`src/rtl/key_input_conditioner_if.sv`:
```
// Bus-facing signals of the key conditioner: raw key and clear strobes in,
// conditioned key status out. Names are from the conditioner's point of view.
interface key_input_conditioner_if #(
    parameter int CNT_W = 16
);
    logic             i_keyN;
    logic             i_clrEvt;
    logic             i_cntClr;
    logic             o_keyLevel;
    logic             o_keyPulse;
    logic             o_keyEvt;
    logic [CNT_W-1:0] o_pressCnt;

    modport master (
        output i_keyN, i_clrEvt, i_cntClr,
        input  o_keyLevel, o_keyPulse, o_keyEvt, o_pressCnt
    );

    modport slave (
        input  i_keyN, i_clrEvt, i_cntClr,
        output o_keyLevel, o_keyPulse, o_keyEvt, o_pressCnt
    );
endinterface

```
`src/rtl/key_input_conditioner.sv`:
```
// Push-button conditioner: synchronises the active-low key, debounces it with a
// 4-state FSM and exposes level, press pulse, sticky event flag and press counter.
module key_input_conditioner #(
    parameter int DEBOUNCE_CYCLES = 500000,
    parameter int CNT_W           = 16
) (
    input  logic                    clk,
    input  logic                    reset,
    key_input_conditioner_if.slave  bus
);
    typedef enum logic [1:0] {
        IDLE,
        PRESS_WAIT,
        PRESSED,
        RELEASE_WAIT
    } state_t;

    localparam int              DB_W    = (DEBOUNCE_CYCLES > 1) ? $clog2(DEBOUNCE_CYCLES) : 1;
    localparam logic [DB_W-1:0] DB_LAST = DB_W'(DEBOUNCE_CYCLES - 1);

    logic             r_sync1;
    logic             r_sync2;
    logic             w_keyS;
    state_t           r_state;
    logic [DB_W-1:0]  r_dbCnt;
    logic             r_keyLevel;
    logic             r_keyPulse;
    logic             r_keyEvt;
    logic [CNT_W-1:0] r_pressCnt;

    // Reset value 1 matches a released key so nothing fires while the chain fills.
    always_ff @(posedge clk) begin
        if (reset) begin
            r_sync1 <= 1'b1;
            r_sync2 <= 1'b1;
        end else begin
            r_sync1 <= bus.i_keyN;
            r_sync2 <= r_sync1;
        end
    end

    assign w_keyS = ~r_sync2;

    always_ff @(posedge clk) begin
        if (reset) begin
            r_state    <= IDLE;
            r_dbCnt    <= '0;
            r_keyLevel <= 1'b0;
            r_keyPulse <= 1'b0;
        end else begin
            r_keyPulse <= 1'b0;
            case (r_state)
                IDLE: begin
                    if (w_keyS) begin
                        r_state <= PRESS_WAIT;
                        r_dbCnt <= '0;
                    end
                end
                PRESS_WAIT: begin
                    if (!w_keyS) begin
                        r_state <= IDLE;
                        r_dbCnt <= '0;
                    end else if (r_dbCnt == DB_LAST) begin
                        r_state    <= PRESSED;
                        r_dbCnt    <= '0;
                        r_keyLevel <= 1'b1;
                        r_keyPulse <= 1'b1;
                    end else begin
                        r_dbCnt <= r_dbCnt + 1'b1;
                    end
                end
                PRESSED: begin
                    if (!w_keyS) begin
                        r_state <= RELEASE_WAIT;
                        r_dbCnt <= '0;
                    end
                end
                RELEASE_WAIT: begin
                    // A bounce back to pressed keeps the level high and emits no new pulse.
                    if (w_keyS) begin
                        r_state <= PRESSED;
                        r_dbCnt <= '0;
                    end else if (r_dbCnt == DB_LAST) begin
                        r_state    <= IDLE;
                        r_dbCnt    <= '0;
                        r_keyLevel <= 1'b0;
                    end else begin
                        r_dbCnt <= r_dbCnt + 1'b1;
                    end
                end
                default: begin
                    r_state <= IDLE;
                    r_dbCnt <= '0;
                end
            endcase
        end
    end

    // A press always beats a simultaneous software clear, so no press is lost.
    always_ff @(posedge clk) begin
        if (reset) begin
            r_keyEvt   <= 1'b0;
            r_pressCnt <= '0;
        end else begin
            if (r_keyPulse) begin
                r_keyEvt <= 1'b1;
            end else if (bus.i_clrEvt) begin
                r_keyEvt <= 1'b0;
            end

            if (bus.i_cntClr) begin
                r_pressCnt <= r_keyPulse ? CNT_W'(1) : '0;
            end else if (r_keyPulse) begin
                r_pressCnt <= r_pressCnt + 1'b1;
            end
        end
    end

    assign bus.o_keyLevel = r_keyLevel;
    assign bus.o_keyPulse = r_keyPulse;
    assign bus.o_keyEvt   = r_keyEvt;
    assign bus.o_pressCnt = r_pressCnt;
endmodule
```
`src/flat_wrapper.sv`:
```
// flat-port wrapper written by rule: the top's interface ports become plain ports
module key_input_conditioner_flat 
#(
    parameter int DEBOUNCE_CYCLES = 500000,
    parameter int CNT_W           = 16
)
  (clk, reset, bus_i_keyN, bus_i_clrEvt, bus_i_cntClr, bus_o_keyLevel, bus_o_keyPulse, bus_o_keyEvt, bus_o_pressCnt);
  key_input_conditioner_if #(.CNT_W(CNT_W)) bus_i ();
  input  logic clk;
  input  logic reset;
  input wire logic [$bits(bus_i.i_keyN)-1:0] bus_i_keyN;
  input wire logic [$bits(bus_i.i_clrEvt)-1:0] bus_i_clrEvt;
  input wire logic [$bits(bus_i.i_cntClr)-1:0] bus_i_cntClr;
  output wire logic [$bits(bus_i.o_keyLevel)-1:0] bus_o_keyLevel;
  output wire logic [$bits(bus_i.o_keyPulse)-1:0] bus_o_keyPulse;
  output wire logic [$bits(bus_i.o_keyEvt)-1:0] bus_o_keyEvt;
  output wire logic [$bits(bus_i.o_pressCnt)-1:0] bus_o_pressCnt;
  assign bus_i.i_keyN = bus_i_keyN;
  assign bus_i.i_clrEvt = bus_i_clrEvt;
  assign bus_i.i_cntClr = bus_i_cntClr;
  assign bus_o_keyLevel = bus_i.o_keyLevel;
  assign bus_o_keyPulse = bus_i.o_keyPulse;
  assign bus_o_keyEvt = bus_i.o_keyEvt;
  assign bus_o_pressCnt = bus_i.o_pressCnt;
  key_input_conditioner #(.DEBOUNCE_CYCLES(DEBOUNCE_CYCLES), .CNT_W(CNT_W)) u_core (.clk(clk), .reset(reset), .bus(bus_i));
endmodule
```
`config.mk`:
```
export PLATFORM = sky130hd
export DESIGN_NAME = key_input_conditioner_flat
export DESIGN_NICKNAME = d
export VERILOG_FILES = /design/src/rtl/key_input_conditioner_if.sv /design/src/rtl/key_input_conditioner.sv /design/src/flat_wrapper.sv
export SDC_FILE = /design/constraint.sdc
export NUM_CORES = 1
export LEC_CHECK = 0
export ABC_AREA = 1
export CAP_MARGIN = 20
export CELL_PAD_IN_SITES_DETAIL_PLACEMENT = 0
export CELL_PAD_IN_SITES_GLOBAL_PLACEMENT = 1
export CORE_MARGIN = 4
export CORE_UTILIZATION = 44
export CTS_CLUSTER_DIAMETER = 150
export DETAILED_ROUTE_END_ITERATION = 8
export DONT_BUFFER_PORTS = 1
export HOLD_SLACK_MARGIN = 0.12
export PLACE_DENSITY_LB_ADDON = 0.1
export SKIP_CTS_REPAIR_TIMING = 1
export SLEW_MARGIN = 20
export SYNTH_ARGS = -nofsm -noshare
export SYNTH_HDL_FRONTEND = slang
export SYNTH_SLANG_ARGS = --single-unit
```
`constraint.sdc`:
```
create_clock -name clk -period 1.7 [get_ports clk]
set_input_delay 0.17 -clock clk [delete_from_list [all_inputs] [get_ports clk]]
set_output_delay 0.17 -clock clk [all_outputs]
set_load 0.05 [all_outputs]
```
==> results.cfg, run 1 <==
[placed_design]
place_inst = 420
port_buffers = 0
place.gp.congestion = 0.8737
dpl.hpwl_mm = 3.907

[power_and_ir_drop]
p_sw_share_pct = 22.85
power_density_mw_per_mm2 = 638.9
p_leak_nw = 1.001
internal-power_mw = 1.294
p_seq_share_pct = 58.9
peakVddDrop_mv = 0.4521
pwr-share-comb_pct = 3.2
p_sw_mw = 0.3832
p_clk_share_pct = 37.9

[sta]
finalMaxSlewViolations = 0
finClkSkew_ns = 0.01000
fin_crit_ns = 1.590
rsz0062_at_grt = true
setup_viol = 0
max_freq_mhz = 628.8
worst_slew_pin_slew_ns = 0.6734
hold_viol = 0
fin_crit_sh_pct = 93.55
setup_tns_ns = 0
slew_headroom_pct = 54.96

[yosys]
ys_types = 29
ys_warn_count = 0
netlist_area_sq_mm = 0.002247
yosysTopAreaCell = dfxtp_1
synth_top_cell_area_share_pct = 37.42
avgSynthCellArea_sq_um = 6.648
seq_area_frac_synth_pct = 37.42
ys_seq_elements = 42
syn_nets = 345
syn_inst = 338
synth.top_cells.by_area = dfxtp_1 (37%), nand2_1 (14%), inv_1 (8.0%), nor2_1 (6.5%), a21oi_1 (5.6%)

[floorplan]
core-area_sq_mm = 0.004848
die_w_um = 79.47
die_area_sq_mm = 0.006315
die_h_um = 79.47
io_pins = 24
start_util_pct = 46.35
row_count = 25

[worst_setup_path]
ff2ff_setup_slack_ns = 0.11
cp_max_fo = 11
critical_path_class = flop to flop
rr_worst_depth = 10
rr_startpoint = u_core.r_dbCnt[0]
crit_end = u_core.r_dbCnt[11]
worstPathRequired_ns = 1.89
timing.critical_path.from = u_core.r_dbCnt[0]
worstPathArrival_ns = 1.78
r2r_end = u_core.r_dbCnt[11]
crit_path_start_kind = flop
endpoint_kind = flop

[clock_tree]
clk_latency_ns = 0.29
ctsRootBufferMaster = clkbuf_8
cts_sinks = 42
clk_pin_slew_worst_paths_ns = 0.08
clk_path_buf_depth = 2
tritoncts = yes
cts_buffers = 5
htreeDepth = 2

[route]
post_drt_wl_per_cell_um = 12.16
routed_wl_mm = 5.300
drtAntennaViolNets = 0
vias = 2137
dr.pass1.iters = 4
drc = 0
drtIter0Drc = 156
via_per_inst = 4.901

[grt]
antenna_found_initial = 0
grt_first_pass_wirelength_mm = 8.894
grt_pass1_vias = 1879
grt_overflow = 0
grt_max_degree = 19
grt_use_total_pct = 17.70

[hold_path]
hp-class = input pin to flop

[finish]
num_antenna_cells = 0
drive_above_1_share_pct = 16.53
nNetsFinal = 375
fin_cells = 436
syn2layout_area_growth_pct = 16.82

[run_status]
outcome = complete, no violations

[run]
maxCapViolCount = 0
## cell usage after synthesis
master / number
and3_1: 1
nor3_4: 1
nand2_2: 4
nor4_1: 2
nand3_1: 23
nand2_1: 84
inv_1: 48
a21oi_2: 3
inv_2: 2
a211oi_1: 1
ha_1: 2
nor2_4: 3
o21ai_0: 17
xor2_1: 3
or2_2: 4
o21a_1: 2
a21oi_1: 25
nor2_2: 3
nand4_1: 8
a221oi_1: 2
nor2_1: 39
nand3_2: 5
xnor2_1: 1
clkbuf_2: 1
nor3_1: 6
buf_6: 1
buf_2: 2
clkbuf_1: 3
dfxtp_1: 42
## layout by cell type (no fill, tap or decap), drive strengths merged
master,instances
clkinv,2
xor2,3
nor4,2
dfxtp,42
nand2,88
buf,26
and3,1
ha,2
a221oi,2
nor2,45
o21ai,17
inv,50
xnor2,1
dlygate4sd3,4
or2,4
a21oi,28
o21a,2
nor3,7
clkbuf,6
nand4,8
a211oi,1
nand3,28
## routing by layer
metal,share of wire [%],track usage [%],routed length [um]
met1,53,26.85,2831
met2,42,24.87,2231
met3,3.7,4.289,196
met4,0.77,4.124,41
met5,0,0,0
## cell type report
type	instances	area, sq um
flip-flops and latches	42	843.3
repair buffers	30	235.2
multi-input cells	239	1189
fillers	508	2223
clock inverters	2	13.76
well taps	67	83.83
clock buffers	6	72.57
inverters	50	187.7
## cells by family (layout without fill, tap and decap cells)
| logic type | Yosys count | after routing | share of synthesized area [%] |
|---|---|---|---|
| buf+inv | 57 | 88 | 10.02 |
| compound gates | 50 | 50 | 12.31 |
| flops | 42 | 42 | 37.42 |
| xor+xnor | 4 | 4 | 1.559 |
| simple gates | 183 | 183 | 37.58 |
| fa+ha+maj | 2 | 2 | 1.113 |
## critical path, cell delays in order (launching register included)
cell,delay (ns)
dfxtp_1,0.36
ha_1,0.17
nand2_1,0.08
nor2_4,0.18
nand3_2,0.12
nor2_4,0.12
nor2_4,0.05
buf_4,0.17
buf_4,0.14
nand2_2,0.04
a21oi_1,0.05
## power by group through the flow
stage | registers [mW] | clock network, mW | logic (mW)
after global placement | 1.01 | 0 | 0.0391
after CTS | 0.988 | 0.662 | 0.0397
after global routing | 0.988 | 0.703 | 0.0608
after detailed placement | 1.01 | 0 | 0.0395
after floorplan | 1.01 | 0 | 0.0330
final | 0.988 | 0.635 | 0.0542
## through the flow
stage	cell area, sq um	setup slack, ns	util [%]	hold WS, ns	power [mW]
after global routing	2625	-0.04238	54.14	0.1753	1.752
after CTS	2547	0.1037	52.54	-0.08427	1.689
final	2625	0.1097	54.14	0.1820	1.677
after floorplan	2250	0.07461	-	0.2738	1.044
after global placement	2461	0.1898	50.76	0.2352	1.050
after detailed placement	2461	0.1245	50.76	0.2362	1.050
## sequential cells by signal, summed over array words and instances (netlist names), named ones only
signal	count
u_core.bus.o_keyEvt	1
u_core.bus.o_keyLevel	1
u_core.bus.o_keyPulse	1
u_core.bus.o_pressCnt	16
u_core.r_dbCnt	19
u_core.r_state	1
u_core.r_sync1	1
u_core.r_sync2	1
## worst min path at each step
stage | start | endpoint | slack (ns) | cells after the start
floorplan | bus_i_keyN | u_core.r_sync1 | 0.27 | 1
global placement | reset | u_core.bus.o_pressCnt[0] | 0.24 | 1
detailed placement | reset | u_core.bus.o_pressCnt[0] | 0.24 | 1
CTS | reset | u_core.bus.o_pressCnt[0] | -0.08 | 1
global route | reset | u_core.bus.o_pressCnt[11] | 0.18 | 4
finish | reset | u_core.bus.o_pressCnt[11] | 0.18 | 4
(Power assumes the default switching activity.)
==> run 2: changes to the inputs <==
CAP_MARGIN = 40   (was 20)
==> results of run 2 <==
Final layout, timing and power as in run 1 (identical DEF).
==> run 3: changes to the inputs <==
GPL_ROUTABILITY_DRIVEN = 0   (was default)
==> results of run 3 <==
Final layout, timing and power as in run 1 (identical DEF).
